## config.mk

```make
export PLATFORM = sky130hd
export DESIGN_NAME = ldpc_mem_arbiter_flat
export DESIGN_NICKNAME = d
export VERILOG_FILES = /design/src/rtl/ldpc_mem_pkg.sv /design/src/rtl/ldpc_mem_arbiter_if.sv /design/src/rtl/ldpc_mem_arbiter_rr_arb2.sv /design/src/rtl/ldpc_mem_arbiter.sv /design/src/flat_wrapper.sv
export SDC_FILE = /design/constraint.sdc
export NUM_CORES = 1
export LEC_CHECK = 0
export BUFFER_PORTS_ARGS = -buffer_cell sky130_fd_sc_hd__buf_2
export CORE_ASPECT_RATIO = 1.5
export CORE_MARGIN = 2
export CORE_UTILIZATION = 39
export DETAILED_ROUTE_END_ITERATION = 6
export MAX_ROUTING_LAYER = met4
export PLACE_DENSITY = 0.93
export REMOVE_ABC_BUFFERS = 1
export SKIP_CTS_REPAIR_TIMING = 1
export SYNTH_ARGS = -nofsm -noshare
export SYNTH_HDL_FRONTEND = slang
export SYNTH_SLANG_ARGS = --single-unit
```

## constraint.sdc

```tcl
create_clock -name clk -period 2.1 [get_ports clk]
set_input_delay 0.315 -clock clk [delete_from_list [all_inputs] [get_ports clk]]
set_output_delay 0.315 -clock clk [all_outputs]
set_load 0.02 [all_outputs]
```

## src/rtl/ldpc_mem_pkg.sv

```systemverilog
// -----------------------------------------------------------------------------
// ldpc_mem_pkg
// Shared definitions for the LDPC memory arbiter slice.
//   - Default RAM geometry (word width, address width).
//   - Arbiter state encoding: SERVE (normal arbitration) and CLEAR (zero sweep).
//   - Requester index constants used for last_grant bookkeeping.
// No ports; imported by the interface, the arbiter top and rr_arb2.
// -----------------------------------------------------------------------------
package ldpc_mem_pkg;

    localparam int DEF_DATA_WIDTH = 8;
    localparam int DEF_ADDR_WIDTH = 8;

    // Named view of the state register, handy in waveforms and checkers.
    typedef enum logic [0:0] {
        SERVE = 1'b0,
        CLEAR = 1'b1
    } arb_state_e;

    // Plain constants for the state register itself (kept as logic vectors
    // so the encoding stays readable by older tools).
    localparam logic [0:0] ST_SERVE = 1'b0;
    localparam logic [0:0] ST_CLEAR = 1'b1;

    // last_grant holds the index of the requester that completed last.
    localparam logic REQ_IDX_0 = 1'b0;
    localparam logic REQ_IDX_1 = 1'b1;

endpackage : ldpc_mem_pkg

```

## src/rtl/ldpc_mem_arbiter_if.sv

```systemverilog
// -----------------------------------------------------------------------------
// ldpc_mem_arbiter_if
// Bundle of every bus the arbiter talks on:
//   req0_* / req1_*  : two requester ports (valid, we, addr, wdata, ready)
//   rsp0_* / rsp1_*  : read-return ports (valid, data)
//   mem_*            : single-port synchronous RAM port
// Modports:
//   slave  - the arbiter side (consumes requests, drives RAM and responses)
//   master - the requester/RAM environment side
//
// Handshake: a transfer on requester N completes on the rising edge where
// reqN_valid and reqN_ready are both high. reqN_valid must not depend on
// reqN_ready; reqN_ready may depend combinationally on both valids. Responses
// are a one-cycle rspN_valid strobe with no back-pressure; rspN_data is zero
// whenever rspN_valid is low.
// -----------------------------------------------------------------------------
interface ldpc_mem_arbiter_if
    import ldpc_mem_pkg::*;
#(
    parameter int DATA_WIDTH = DEF_DATA_WIDTH,
    parameter int ADDR_WIDTH = DEF_ADDR_WIDTH
);

    logic                  req0_valid;
    logic                  req0_we;
    logic [ADDR_WIDTH-1:0] req0_addr;
    logic [DATA_WIDTH-1:0] req0_wdata;
    logic                  req0_ready;

    logic                  req1_valid;
    logic                  req1_we;
    logic [ADDR_WIDTH-1:0] req1_addr;
    logic [DATA_WIDTH-1:0] req1_wdata;
    logic                  req1_ready;

    logic                  rsp0_valid;
    logic [DATA_WIDTH-1:0] rsp0_data;
    logic                  rsp1_valid;
    logic [DATA_WIDTH-1:0] rsp1_data;

    logic [ADDR_WIDTH-1:0] mem_address;
    logic [DATA_WIDTH-1:0] mem_data_in;
    logic                  mem_we;
    logic                  mem_cs;
    logic [DATA_WIDTH-1:0] mem_data_out;

    modport slave (
        input  req0_valid, req0_we, req0_addr, req0_wdata,
        input  req1_valid, req1_we, req1_addr, req1_wdata,
        output req0_ready, req1_ready,
        output rsp0_valid, rsp0_data, rsp1_valid, rsp1_data,
        output mem_address, mem_data_in, mem_we, mem_cs,
        input  mem_data_out
    );

    modport master (
        output req0_valid, req0_we, req0_addr, req0_wdata,
        output req1_valid, req1_we, req1_addr, req1_wdata,
        input  req0_ready, req1_ready,
        input  rsp0_valid, rsp0_data, rsp1_valid, rsp1_data,
        input  mem_address, mem_data_in, mem_we, mem_cs,
        output mem_data_out
    );

endinterface : ldpc_mem_arbiter_if

```

## src/rtl/ldpc_mem_arbiter_rr_arb2.sv

```systemverilog
// -----------------------------------------------------------------------------
// rr_arb2
// Two-input round-robin tie breaker, purely combinational.
// Ports:
//   valid0_i, valid1_i : request lines
//   last_grant_i       : index of the requester that completed last
//   grant_o[1:0]       : one-hot grant (bit N = requester N), zero when idle
// A lone valid is always granted; on a tie the requester that did NOT win
// last time is granted.
// -----------------------------------------------------------------------------
module rr_arb2
    import ldpc_mem_pkg::*;
(
    input  logic       valid0_i,
    input  logic       valid1_i,
    input  logic       last_grant_i,
    output logic [1:0] grant_o
);

    always_comb begin
        grant_o = 2'b00;
        if (valid0_i && valid1_i) begin
            grant_o = (last_grant_i == REQ_IDX_1) ? 2'b01 : 2'b10;
        end else if (valid0_i) begin
            grant_o = 2'b01;
        end else if (valid1_i) begin
            grant_o = 2'b10;
        end
    end

endmodule : rr_arb2

```

## src/rtl/ldpc_mem_arbiter.sv

```systemverilog
// -----------------------------------------------------------------------------
// ldpc_mem_arbiter
// Arbitrates two requesters onto one single-port synchronous RAM and owns a
// full-memory zero sweep (CLEAR) that runs after every reset and on request.
// Ports:
//   clk          : sole clock, rising edge
//   reset        : synchronous, active-high; enters CLEAR at address 0
//   clear_start  : pulse in SERVE requesting a zero sweep (beats requests)
//   clear_busy   : high exactly while in CLEAR
//   dbg_state_o  : raw state register (ST_SERVE / ST_CLEAR) for observation
//   bus          : ldpc_mem_arbiter_if.slave (requests, responses, RAM port)
// Behaviour:
//   SERVE - readies are a combinational function of the two valids and
//           last_grant; the granted request goes straight to the RAM pins in
//           the same cycle. Reads return one cycle later on the owner's rsp.
//   CLEAR - readies low, RAM written with zero at a counter that walks
//           0..RAM_DEPTH-1, one word per cycle, then back to SERVE.
// -----------------------------------------------------------------------------
module ldpc_mem_arbiter
    import ldpc_mem_pkg::*;
#(
    parameter int DATA_WIDTH = DEF_DATA_WIDTH,
    parameter int ADDR_WIDTH = DEF_ADDR_WIDTH,
    parameter int RAM_DEPTH  = 1 << ADDR_WIDTH
) (
    input  logic                clk,
    input  logic                reset,
    input  logic                clear_start,
    output logic                clear_busy,
    output logic [0:0]          dbg_state_o,
    ldpc_mem_arbiter_if.slave   bus
);

    localparam logic [ADDR_WIDTH-1:0] LAST_ADDR = ADDR_WIDTH'(RAM_DEPTH - 1);

    // -------------------------------------------------------------------------
    // State
    // -------------------------------------------------------------------------
    logic [0:0]            state_q,      state_d;
    logic [ADDR_WIDTH-1:0] clr_cnt_q,    clr_cnt_d;
    logic                  last_grant_q, last_grant_d;
    // One pending-read flag per requester: set by a read transfer, shown as
    // rspN_valid the next cycle. At most one can be set at a time.
    logic                  rsp0_pend_q,  rsp0_pend_d;
    logic                  rsp1_pend_q,  rsp1_pend_d;

    // -------------------------------------------------------------------------
    // Arbitration
    // -------------------------------------------------------------------------
    logic [1:0] grant;
    logic       serving;
    logic       xfer0;
    logic       xfer1;

    rr_arb2 u_rr_arb2 (
        .valid0_i     (bus.req0_valid),
        .valid1_i     (bus.req1_valid),
        .last_grant_i (last_grant_q),
        .grant_o      (grant)
    );

    // clear_start suppresses any grant in the cycle it arrives so the sweep
    // begins on a clean boundary with no request half-served.
    assign serving = (state_q == ST_SERVE) && !clear_start;

    assign bus.req0_ready = serving && grant[0];
    assign bus.req1_ready = serving && grant[1];

    assign xfer0 = bus.req0_valid && bus.req0_ready;
    assign xfer1 = bus.req1_valid && bus.req1_ready;

    // -------------------------------------------------------------------------
    // RAM port mux: sweep, granted requester, or fully idle (all zero)
    // -------------------------------------------------------------------------
    always_comb begin
        bus.mem_cs      = 1'b0;
        bus.mem_we      = 1'b0;
        bus.mem_address = '0;
        bus.mem_data_in = '0;
        if (state_q == ST_CLEAR) begin
            bus.mem_cs      = 1'b1;
            bus.mem_we      = 1'b1;
            bus.mem_address = clr_cnt_q;
            bus.mem_data_in = '0;
        end else if (xfer0) begin
            bus.mem_cs      = 1'b1;
            bus.mem_we      = bus.req0_we;
            bus.mem_address = bus.req0_addr;
            bus.mem_data_in = bus.req0_wdata;
        end else if (xfer1) begin
            bus.mem_cs      = 1'b1;
            bus.mem_we      = bus.req1_we;
            bus.mem_address = bus.req1_addr;
            bus.mem_data_in = bus.req1_wdata;
        end
    end

    // -------------------------------------------------------------------------
    // Next-state logic
    // -------------------------------------------------------------------------
    always_comb begin
        state_d      = state_q;
        clr_cnt_d    = clr_cnt_q;
        last_grant_d = last_grant_q;
        // Reads only; writes produce no response.
        rsp0_pend_d  = xfer0 && !bus.req0_we;
        rsp1_pend_d  = xfer1 && !bus.req1_we;

        case (state_q)
            ST_SERVE: begin
                if (clear_start) begin
                    state_d   = ST_CLEAR;
                    clr_cnt_d = '0;
                end
            end
            ST_CLEAR: begin
                // clear_start is ignored here; the sweep never restarts.
                if (clr_cnt_q == LAST_ADDR) begin
                    state_d   = ST_SERVE;
                    clr_cnt_d = '0;
                end else begin
                    clr_cnt_d = clr_cnt_q + 1'b1;
                end
            end
            default: begin
                state_d   = ST_CLEAR;
                clr_cnt_d = '0;
            end
        endcase

        if (xfer0) begin
            last_grant_d = REQ_IDX_0;
        end else if (xfer1) begin
            last_grant_d = REQ_IDX_1;
        end
    end

    // -------------------------------------------------------------------------
    // Registers
    // -------------------------------------------------------------------------
    always_ff @(posedge clk) begin
        if (reset) begin
            // last_grant=1 so requester 0 wins the first tie.
            state_q      <= ST_CLEAR;
            clr_cnt_q    <= '0;
            last_grant_q <= REQ_IDX_1;
            rsp0_pend_q  <= 1'b0;
            rsp1_pend_q  <= 1'b0;
        end else begin
            state_q      <= state_d;
            clr_cnt_q    <= clr_cnt_d;
            last_grant_q <= last_grant_d;
            rsp0_pend_q  <= rsp0_pend_d;
            rsp1_pend_q  <= rsp1_pend_d;
        end
    end

    // -------------------------------------------------------------------------
    // Outputs
    // -------------------------------------------------------------------------
    // RAM read data is valid exactly in the cycle after the read, which is
    // the cycle the pending flag is high; it is steered to the owner only.
    assign bus.rsp0_valid = rsp0_pend_q;
    assign bus.rsp1_valid = rsp1_pend_q;
    assign bus.rsp0_data  = rsp0_pend_q ? bus.mem_data_out : '0;
    assign bus.rsp1_data  = rsp1_pend_q ? bus.mem_data_out : '0;

    assign clear_busy  = (state_q == ST_CLEAR);
    assign dbg_state_o = state_q;

endmodule : ldpc_mem_arbiter

```

## src/flat_wrapper.sv

```systemverilog
// flat-port wrapper written by rule: the top's interface ports become plain ports
module ldpc_mem_arbiter_flat import ldpc_mem_pkg::*;
#(
    parameter int DATA_WIDTH = DEF_DATA_WIDTH,
    parameter int ADDR_WIDTH = DEF_ADDR_WIDTH,
    parameter int RAM_DEPTH  = 1 << ADDR_WIDTH
)
  (clk, reset, clear_start, clear_busy, dbg_state_o, bus_req0_valid, bus_req0_we, bus_req0_addr, bus_req0_wdata, bus_req1_valid, bus_req1_we, bus_req1_addr, bus_req1_wdata, bus_req0_ready, bus_req1_ready, bus_rsp0_valid, bus_rsp0_data, bus_rsp1_valid, bus_rsp1_data, bus_mem_address, bus_mem_data_in, bus_mem_we, bus_mem_cs, bus_mem_data_out);
  ldpc_mem_arbiter_if #(.DATA_WIDTH(DATA_WIDTH), .ADDR_WIDTH(ADDR_WIDTH)) bus_i ();
  input  logic clk;
  input  logic reset;
  input  logic clear_start;
  output logic clear_busy;
  output logic [0:0] dbg_state_o;
  input wire logic [$bits(bus_i.req0_valid)-1:0] bus_req0_valid;
  input wire logic [$bits(bus_i.req0_we)-1:0] bus_req0_we;
  input wire logic [$bits(bus_i.req0_addr)-1:0] bus_req0_addr;
  input wire logic [$bits(bus_i.req0_wdata)-1:0] bus_req0_wdata;
  input wire logic [$bits(bus_i.req1_valid)-1:0] bus_req1_valid;
  input wire logic [$bits(bus_i.req1_we)-1:0] bus_req1_we;
  input wire logic [$bits(bus_i.req1_addr)-1:0] bus_req1_addr;
  input wire logic [$bits(bus_i.req1_wdata)-1:0] bus_req1_wdata;
  output wire logic [$bits(bus_i.req0_ready)-1:0] bus_req0_ready;
  output wire logic [$bits(bus_i.req1_ready)-1:0] bus_req1_ready;
  output wire logic [$bits(bus_i.rsp0_valid)-1:0] bus_rsp0_valid;
  output wire logic [$bits(bus_i.rsp0_data)-1:0] bus_rsp0_data;
  output wire logic [$bits(bus_i.rsp1_valid)-1:0] bus_rsp1_valid;
  output wire logic [$bits(bus_i.rsp1_data)-1:0] bus_rsp1_data;
  output wire logic [$bits(bus_i.mem_address)-1:0] bus_mem_address;
  output wire logic [$bits(bus_i.mem_data_in)-1:0] bus_mem_data_in;
  output wire logic [$bits(bus_i.mem_we)-1:0] bus_mem_we;
  output wire logic [$bits(bus_i.mem_cs)-1:0] bus_mem_cs;
  input wire logic [$bits(bus_i.mem_data_out)-1:0] bus_mem_data_out;
  assign bus_i.req0_valid = bus_req0_valid;
  assign bus_i.req0_we = bus_req0_we;
  assign bus_i.req0_addr = bus_req0_addr;
  assign bus_i.req0_wdata = bus_req0_wdata;
  assign bus_i.req1_valid = bus_req1_valid;
  assign bus_i.req1_we = bus_req1_we;
  assign bus_i.req1_addr = bus_req1_addr;
  assign bus_i.req1_wdata = bus_req1_wdata;
  assign bus_req0_ready = bus_i.req0_ready;
  assign bus_req1_ready = bus_i.req1_ready;
  assign bus_rsp0_valid = bus_i.rsp0_valid;
  assign bus_rsp0_data = bus_i.rsp0_data;
  assign bus_rsp1_valid = bus_i.rsp1_valid;
  assign bus_rsp1_data = bus_i.rsp1_data;
  assign bus_mem_address = bus_i.mem_address;
  assign bus_mem_data_in = bus_i.mem_data_in;
  assign bus_mem_we = bus_i.mem_we;
  assign bus_mem_cs = bus_i.mem_cs;
  assign bus_i.mem_data_out = bus_mem_data_out;
  ldpc_mem_arbiter #(.DATA_WIDTH(DATA_WIDTH), .ADDR_WIDTH(ADDR_WIDTH), .RAM_DEPTH(RAM_DEPTH)) u_core (.clk(clk), .reset(reset), .clear_start(clear_start), .clear_busy(clear_busy), .dbg_state_o(dbg_state_o), .bus(bus_i));
endmodule
```

==> metrics.yaml <==
outcome:
  status: "completed"
finish:
  area_growth_pct: 51.0
  diodes: 0
  final_nets: 248
  drive_gt1_share_pct: 48.7
yosys:
  yosysTopAreaCellShare_pct: 25.8
  synth_area_leaders: "dfxtp_1 (26%), and2_1 (16%), a221o_1 (9.7%)"
  synthFlopType: "dfxtp_1"
  synth_seq_area_share_pct: 25.8
  syn_area_per_cell_um2: 8.15
  synth_cells: 114
  synth_common_cells: "and2_1 (24), dfxtp_1 (12), a221o_1 (9)"
  syn_area_um2: 930
  synth_cell_types: 32
  synth_top_cell_by_area: "dfxtp_1"
  synth.most_common_cell: "and2_1"
  synth-edff-count: 0
  postSynth.asyncResetShare_pct: 0
  ys_seq_elements: 12
  yosys_warnings: 0
setup_path:
  worst-setup-path-type: "flip-flop to primary output"
  worstPathArrival_ns: 1.69
  worstPathMaxFanout: 20
  critical_path.max_stage_delay_ns: 0.41
  path_delay_family: "simple AND/OR/NAND/NOR gates"
  crit_required_ns: 1.78
  endpoint_kind: "primary output"
  critPathLaunchType: "flip-flop"
  cp_slowest_cell: "or3b_1"
  crit_chain: "or3b_1 > a21oi_2 > buf_4 > a221o_1 > buf_2"
  path_buf_inv: 2
sta:
  drv_slew: 0
  min_period_ns: 2.01
  fmax_ghz: 0.498
  setup_viol: 0
  slew_headroom_pct: 74.5
  min_period_over_period_pct: 95.5
  fin_skew_ns: 0.00141
  worstMarginPinSlew_ns: 0.379
  finalHoldViolCount: 0
  fin_tns_setup_ns: 0
  rsz0062_at_grt: "no"
global_route:
  grt_first_pass_wirelength_mm: 4.57
  grt-ovfl-total: 0
  grt_usage_pct: 21.9
  antenna_found_initial: 0
  grt_pass1_vias: 1055
  grt_start_max_net_pins: 26
routing:
  firstDrtPassIters: 4
  vias: 1234
  via_per_inst: 5.56
  routed_wl_mm: 3.12
  first_iter_violations: 38
  drc_errors: 0
  ant_nets: 0
  wl_per_cell_um: 14.0
placement:
  place.gp.congestion: 0.893
  hpwl_mm: 2.53
  port-buffer-count: 86
power:
  cell_internal_pwr_mw: 0.384
  switchingPower_mw: 0.122
  pwr-share-seq_pct: 47.1
  p_leak_nw: 0.730
  p_clk_share_pct: 36.0
  swShare_pct: 24.1
  vdd_drop_max_mv: 0.300
  combPwrFrac_pct: 16.9
  p_per_area_nw_per_um2: 361
  p_total_mw: 0.506
floorplan:
  dieArea_um2: 2800
  fp.dieH_um: 63.8
  start_util_pct: 41.1
  placementRows: 21
  fp.coreArea_um2: 2260
  ios: 87
  die_x_um: 43.9
clock_network:
  htreeDepth: 1
  cts_made_buffers: 3
  cts_root_buf: "clkbuf_4"
  cts.sinks: 12
  cts.clk_slew.worst_paths_ns: 0.07
  cts_buffer_depth: 2
  insertion_delay_ns: 0.28
  cts_tree: "yes"
min_path:
  hp-class: "input port to flip-flop"
job:
  maxCapViolCount: 0
routing by layer:
metal	track usage, %	vias up	wire, µm
li1	-	603	-
met1	25.0	544	1110
met2	36.2	80	1510
met3	4.24	7	429
met4	9.47	0	67
met5	-	-	0
stage by stage:
step | util, % | cell area, µm² | worst slack (ns) | hold slack, ns | std cells
after floorplan | - | 886 | -0.267 | 0.384 | 106
after global placement | 60.5 | 1370 | 0.299 | 0.503 | 218
after detailed placement | 60.5 | 1370 | 0.268 | 0.515 | 218
after CTS | 62.1 | 1400 | 0.0834 | 0.223 | 222
after global routing | 62.1 | 1400 | 0.0192 | 0.236 | 222
final | 62.1 | 1400 | 0.0936 | 0.222 | 222
kinds of logic (layout without fill, tap and decap cells):
kind of cell             count (synthesis)  in the layout  share of synthesized area, %
adder cells (fa/ha/maj)                  1              1                          1.35
flip-flops                              12             12                          25.8
AO/OA/AOI/OAI                           35             35                          30.7
buffers and inverters                   12             97                          6.33
AND/OR/NAND/NOR                         54             54                          35.8
registers in the layout (all words and copies together), names as in the netlist:
signal                 cells
u_core.clr_cnt_q           8
u_core.bus.rsp0_valid      1
u_core.bus.rsp1_valid      1
u_core.clear_busy          1
u_core.last_grant_q        1
power by group through the flow:
stage	clock network, mW	registers (mW)	logic, mW
after floorplan	0	0.242	0.0261
after global placement	0	0.243	0.0842
after detailed placement	0	0.243	0.0852
after CTS	0.186	0.238	0.0857
after global routing	0.188	0.239	0.0929
final	0.182	0.238	0.0854
cell usage in the layout, fill, tap and decap left out, types with 2 or more instances in the layout:
cell	n
and2_1	24
buf_2	86
a221o_1	9
o211ai_1	2
clkbuf_4	3
nand2_1	4
nor3_1	3
buf_4	3
o21bai_1	2
a21oi_2	2
or3_1	3
o21ai_0	3
nor3b_2	2
a21oi_1	4
dfxtp_1	12
or4_1	2
or3b_1	2
nand4_1	3
inv_1	4
nand3_1	3
nor2_1	4
a22o_1	8
cell type report:
| class | count | area [µm²] |
|---|---|---|
| well taps | 23 | 28.8 |
| clock buffers | 4 | 36.3 |
| multi-input cells | 90 | 631 |
| inverters | 4 | 15.0 |
| flip-flops and latches | 12 | 240 |
| repair buffers | 89 | 453 |
| fillers | 200 | 856 |
final timing paths:
kind / start / slack [ns] / depth (start not counted) / endpoint
setup reg to reg: u_core.clr_cnt_q[0] / 0.64 / 4 / u_core.clr_cnt_q[6]
hold reg to reg: u_core.clr_cnt_q[0] / 0.53 / 2 / u_core.clr_cnt_q[0]
hold / removal: bus_req0_we / 0.22 / 2 / u_core.bus.rsp0_valid
setup / recovery: u_core.clear_busy / 0.09 / 5 / bus_mem_address[7]
Note: power is estimated with default switching activity, not from simulation.
